### src/rtl/spike_shift_pipe.sv
// Two-stage valid/ready pipeline that shifts per-channel temporal spike vectors
// by a one-hot signed amount, with drop / wrap / saturate edge handling.
module spike_shift_pipe #(
  parameter int NUM_CH        = 4,
  parameter int LEN           = 8,
  parameter int MAX_SHIFT_MAG = 2,
  parameter int CNT_W         = 16
) (
  input  logic                                   clock,
  input  logic                                   reset,
  input  logic                                   in_valid,
  output logic                                   in_ready,
  input  logic [NUM_CH*LEN-1:0]                  in_spikes,
  input  logic [NUM_CH*(2*MAX_SHIFT_MAG+1)-1:0]  in_shift,
  input  logic [1:0]                             mode,
  output logic                                   out_valid,
  input  logic                                   out_ready,
  output logic [NUM_CH*LEN-1:0]                  out_spikes,
  output logic [NUM_CH-1:0]                      out_err,
  output logic [CNT_W-1:0]                       err_cnt
);

  localparam int SW = 2*MAX_SHIFT_MAG + 1;
  localparam int MW = $clog2(MAX_SHIFT_MAG + 1);
  localparam int EW = $clog2(NUM_CH + 1);

  typedef enum logic [1:0] {
    MODE_DROP = 2'b00,
    MODE_WRAP = 2'b01,
    MODE_SAT  = 2'b10,
    MODE_RSVD = 2'b11
  } mode_t;

  // Stage 1 holds the shift as magnitude + direction so stage 2 only needs plain shifters.
  logic                         s1_valid;
  logic [NUM_CH*LEN-1:0]        s1_spikes;
  logic [NUM_CH-1:0][MW-1:0]    s1_mag;
  logic [NUM_CH-1:0]            s1_neg;
  logic [NUM_CH-1:0]            s1_err;
  mode_t                        s1_mode;

  logic                         s2_free;
  logic                         s1_load;
  logic                         s2_load;

  logic [NUM_CH-1:0][MW-1:0]    dec_mag;
  logic [NUM_CH-1:0]            dec_neg;
  logic [NUM_CH-1:0]            dec_err;
  logic [EW-1:0]                dec_nerr;
  logic [CNT_W:0]               cnt_sum;

  logic [NUM_CH*LEN-1:0]        shifted;

  assign s2_free  = !out_valid || out_ready;
  assign in_ready = !s1_valid || s2_free;
  assign s1_load  = in_valid && in_ready;
  assign s2_load  = s1_valid && s2_free;

  always_comb begin
    logic [SW-1:0] f;
    int unsigned   ones;
    dec_mag  = '0;
    dec_neg  = '0;
    dec_err  = '0;
    dec_nerr = '0;
    f        = '0;
    ones     = 0;
    for (int unsigned c = 0; c < NUM_CH; c++) begin
      f    = in_shift[c*SW +: SW];
      ones = 0;
      for (int unsigned i = 0; i < SW; i++) begin
        if (f[i]) begin
          ones++;
          if (i < MAX_SHIFT_MAG) begin
            dec_neg[c] = 1'b1;
            dec_mag[c] = MW'(MAX_SHIFT_MAG - i);
          end else begin
            dec_neg[c] = 1'b0;
            dec_mag[c] = MW'(i - MAX_SHIFT_MAG);
          end
        end
      end
      if (ones != 1) begin
        dec_neg[c] = 1'b0;
        dec_mag[c] = '0;
      end
      dec_err[c] = (ones > 1);
      dec_nerr   = dec_nerr + EW'(dec_err[c]);
    end
  end

  assign cnt_sum = {1'b0, err_cnt} + (CNT_W+1)'(dec_nerr);

  function automatic logic [LEN-1:0] shift_ch(
    input logic [LEN-1:0] v,
    input logic [MW-1:0]  mag,
    input logic           neg,
    input mode_t          md
  );
    logic [LEN-1:0] r;
    logic [LEN-1:0] lost;
    int unsigned    amt;
    int unsigned    ramt;
    amt  = 32'(mag);
    ramt = LEN - amt;
    r    = neg ? (v >> amt) : (v << amt);
    // Bits shifted out land at the far end of a reversed shift by LEN-amt.
    lost = neg ? (v << ramt) : (v >> ramt);
    case (md)
      MODE_WRAP: r = neg ? ((v >> amt) | (v << ramt)) : ((v << amt) | (v >> ramt));
      MODE_SAT: begin
        if (amt != 0 && lost != '0) begin
          if (neg) r[0] = 1'b1;
          else     r[LEN-1] = 1'b1;
        end
      end
      default: ;
    endcase
    return r;
  endfunction

  always_comb begin
    shifted = '0;
    for (int unsigned c = 0; c < NUM_CH; c++) begin
      shifted[c*LEN +: LEN] = shift_ch(s1_spikes[c*LEN +: LEN], s1_mag[c], s1_neg[c], s1_mode);
    end
  end

  always_ff @(posedge clock) begin
    if (reset) begin
      s1_valid   <= 1'b0;
      out_valid  <= 1'b0;
      out_spikes <= '0;
      out_err    <= '0;
      err_cnt    <= '0;
    end else begin
      if (s1_load) begin
        s1_valid <= 1'b1;
        err_cnt  <= cnt_sum[CNT_W] ? '1 : cnt_sum[CNT_W-1:0];
      end else if (s2_load) begin
        s1_valid <= 1'b0;
      end
      if (s2_load) begin
        out_valid  <= 1'b1;
        out_spikes <= shifted;
        out_err    <= s1_err;
      end else if (out_ready) begin
        out_valid <= 1'b0;
      end
    end
  end

  always_ff @(posedge clock) begin
    if (s1_load) begin
      s1_spikes <= in_spikes;
      s1_mag    <= dec_mag;
      s1_neg    <= dec_neg;
      s1_err    <= dec_err;
      s1_mode   <= mode_t'(mode);
    end
  end

endmodule

### config.mk
export PLATFORM = sky130hd
export DESIGN_NAME = spike_shift_pipe
export DESIGN_NICKNAME = d
export VERILOG_FILES = /design/src/rtl/spike_shift_pipe.sv
export SDC_FILE = /design/constraint.sdc
export NUM_CORES = 1
export LEC_CHECK = 0
export ABC_CLOCK_PERIOD_IN_PS = 5600
export CORE_ASPECT_RATIO = 0.6
export CORE_MARGIN = 2
export CORE_UTILIZATION = 50
export DETAILED_ROUTE_END_ITERATION = 10
export GPL_ROUTABILITY_DRIVEN = 0
export PLACE_DENSITY = 0.78
export SKIP_CTS_REPAIR_TIMING = 1
export SYNTH_ARGS = -nofsm -noshare
export SYNTH_HDL_FRONTEND = slang
export SYNTH_SLANG_ARGS = --single-unit
### constraint.sdc
create_clock -name clock -period 5.6 [get_ports clock]
set_clock_uncertainty 0.2 [all_clocks]
set_input_delay 1.4 -clock clock [delete_from_list [all_inputs] [get_ports clock]]
set_output_delay 1.4 -clock clock [all_outputs]
set_load 0.005 [all_outputs]
==> flow_metrics.env <==
export IMPL_period_minus_slack_ns=5.39
export IMPL_track_usage_pct=24.7
export IMPL_placed_area_sq_mm=0.00879
export IMPL_relSlewSlack_pct=25.3
export IMPL_hold_path_class="reg2reg"
export IMPL_start_util_pct=51.0
export IMPL_p_per_area_mw_per_mm2=244
export IMPL_cp_start_kind="primary input"
export IMPL_std_cell_rows=34
export IMPL_synth_warnings=0
export IMPL_crit_chain="dlymetal6s2s_1 > ha_1 > nor2b_1 > or2_2 > ha_1 > nand2b_1 > o31ai_1 > inv_1 > ha_2 > o211ai_1 > o21ai_1 > a21o_1 > fa_1 > inv_2 > fa_2 > fa_2 > nand3_4 > nor4_4 > buf_4 > buf_4 > a31oi_1 > nor3_1"
export IMPL_grt_max_degree=58
export IMPL_grt_pass1_vias=6132
export IMPL_syn_area_sq_mm=0.00736
export IMPL_crit_path_end="err_cnt[12]"
export IMPL_synth_seq_cells=104
export IMPL_finalCritPeriodShare_pct=96.3
export IMPL_synth_area_per_cell_sq_um=9.04
export IMPL_htreeDepth=3
export IMPL_drt_iter0_drc=657
export IMPL_port_buffers=111
export IMPL_overflow=0
export IMPL_cts_sinks=104
export IMPL_fillers=1213
export IMPL_utilization_pct=63.9
export IMPL_tightest_slew_ns=1.12
export IMPL_yosysTopAreaCellShare_pct=20.4
export IMPL_critical_path_buf_inv_count=5
export IMPL_cts_tree="built"
export IMPL_area_growth_pct=25.2
export IMPL_drv_slew=0
export IMPL_synth_nets=905
export IMPL_synth_area_leaders="edfxtp_1 (20%), dfxtp_1 (15%), mux2i_1 (5.7%)"
export IMPL_nNetsFinal=1022
export IMPL_layout_common_cells="clkdlybuf4s50_1 (102), nand2_1 (65), nor2_1 (65), a21oi_1 (63), dfxtp_1 (54)"
export IMPL_r2r_start="s1_mag[0]"
export IMPL_worst_path_max_fanout=5
export IMPL_async_flop_share_pct=0
export IMPL_design_area_sq_mm=0.00921
export IMPL_worstReg2RegEnd="out_spikes[3]"
export IMPL_yosys_area_top_type="edfxtp_1"
export IMPL_clk_pin_slew_ns=0.07
export IMPL_end_kind="flip-flop"
export IMPL_critPathTopFamily="adder cells"
export IMPL_cts_buffers=9
export IMPL_grt_pass1_wl_mm=31.6
export IMPL_status="finished clean"
export IMPL_synth_ff_type="dfxtp_1"
export IMPL_leakagePower_uw=0.00343
export IMPL_setup_violations=0
export IMPL_hold_viol=0
export IMPL_antenna_found_initial=0
export IMPL_route_vias_total=6705
export IMPL_netlist_instances=814
export IMPL_hpwl_mm=13.9
export IMPL_yosysSeqAreaShare_pct=35.1
export IMPL_crit_required_ns=5.59
export IMPL_clk_latency_ns=0.35
export IMPL_critical_path_startpoint="in_shift[10]"
export IMPL_die_h_microns=98.0
export IMPL_path_class="in2reg"
export IMPL_n_antenna_cell=0
export IMPL_dr_pass1_iters=5
export IMPL_drc=0
export IMPL_crit_arrival_ns=5.38
export IMPL_clockRootBuffer="clkbuf_16"
export IMPL_cpMaxStageDelayCell="fa_1"
export IMPL_layout_commonest_cell="clkdlybuf4s50_1"
export IMPL_cp_num_cells=22
export IMPL_synth_edf_count=50
export IMPL_r2r_slack_ns=2.07
export IMPL_clock_fmax_mhz=185
export IMPL_rr_worst_depth=6
export IMPL_clockBufferDepth=2
export IMPL_ios=112
export IMPL_die_w_microns=161
export IMPL_wl_per_cell_microns=17.3
export IMPL_ir_worst_vdd_uv=144
export IMPL_drive_above_1_share_pct=13.5
export IMPL_routed_wirelength_mm=19.6
export IMPL_core_sq_mm=0.0144
export IMPL_dp_slack_ns=-0.532
export IMPL_cap_violations=0
export IMPL_worst_slack_ns=0.209
export IMPL_synth_cell_types=76
export IMPL_slowest_delay_ns=0.53
export IMPL_viasPerCell=5.91
export IMPL_antenna_left=0
export IMPL_dieArea_sq_mm=0.0157
-- per-stage QoR --
step	TNS (ns)	instances	power, uW	hold WS [ns]
after floorplan	0	814	1350	0.248
after global placement	-4.23	1114	1580	0.244
after detailed placement	-7.09	1114	1590	0.248
after CTS	-1.59	1130	2210	0.259
after global routing	-0.0393	1134	2370	0.282
final	0	1134	2250	0.256
-- final cells by class --
| type | count | area [sq um] | area share (%) |
|---|---|---|---|
| clock inverter | 4 | 27.5 | 0.299 |
| timing repair buffer | 159 | 1490 | 16.1 |
| inverter | 51 | 191 | 2.08 |
| multi-input combinational | 606 | 4420 | 48.0 |
| sequential | 104 | 2580 | 28.0 |
| clock buffer | 12 | 258 | 2.80 |
| tap | 198 | 248 | 2.69 |
-- sequential cells by signal (all words and copies together), names as in the netlist --
name,flops
out_spikes,32
s1_spikes,32
err_cnt,16
s1_mag,8
out_err,4
s1_err,4
s1_neg,4
s1_mode,2
out_valid,1
s1_valid,1
-- worst min-delay path by stage --
stage          cells past startpoint  slack [ns]        endpoint            from
3_3_place_gp                       2        0.24   out_spikes[3]   out_spikes[3]
2_1_floorplan                      2        0.25  out_spikes[11]  out_spikes[11]
6_report                           2        0.26  out_spikes[18]  out_spikes[18]
3_5_place_dp                       2        0.25  out_spikes[17]  out_spikes[17]
4_1_cts                            2        0.26  out_spikes[18]  out_spikes[18]
5_1_grt                            2        0.28  out_spikes[18]  out_spikes[18]
-- power by group --
group	switching, uW	internal (uW)	total [uW]
sequential	94.3	856	951
clock	289	330	620
combinational	322	356	678
total	705	1540	2250
-- cell usage after synthesis (all sizes together) (17+ instances only) --
cell type and number:
a21oi 64, buf 25, clkbuf 28, dfxtp 54, edfxtp 50, ha 30
inv 49, mux2i 42, mux4 18, nand2 65, nand3 18, nor2 65
nor3 26, o211ai 17, o21ai 41
-- cells by family (layout without fill, tap and decap cells) --
family | count (synthesis) | count (layout) | share of synthesized area [%]
simple gates | 265 | 265 | 18.4
buf+inv | 104 | 226 | 5.99
compound gates | 219 | 219 | 19.7
flops | 104 | 104 | 35.1
xor+xnor | 21 | 21 | 2.50
mux | 68 | 68 | 12.4
fa+ha+maj | 33 | 33 | 5.92
-- layer usage --
layer | track usage (%) | wire [microns] | vias up | share of wire [%]
met2 | 36.3 | 8540 | 298 | 44
met1 | 38.3 | 9480 | 3145 | 48
li1 | - | - | 3249 | -
met5 | 0 | 0 | - | 0
met4 | 3.53 | 92 | 0 | 0.47
met3 | 4.80 | 1480 | 13 | 7.5
-- tightest hold or removal path, stage by stage, from the launching register on --
cell	delay, ns
dfxtp_1	0.31
nand2_1	0.05
a21oi_1	0.05
Note: power is estimated with default switching activity, not from simulation.
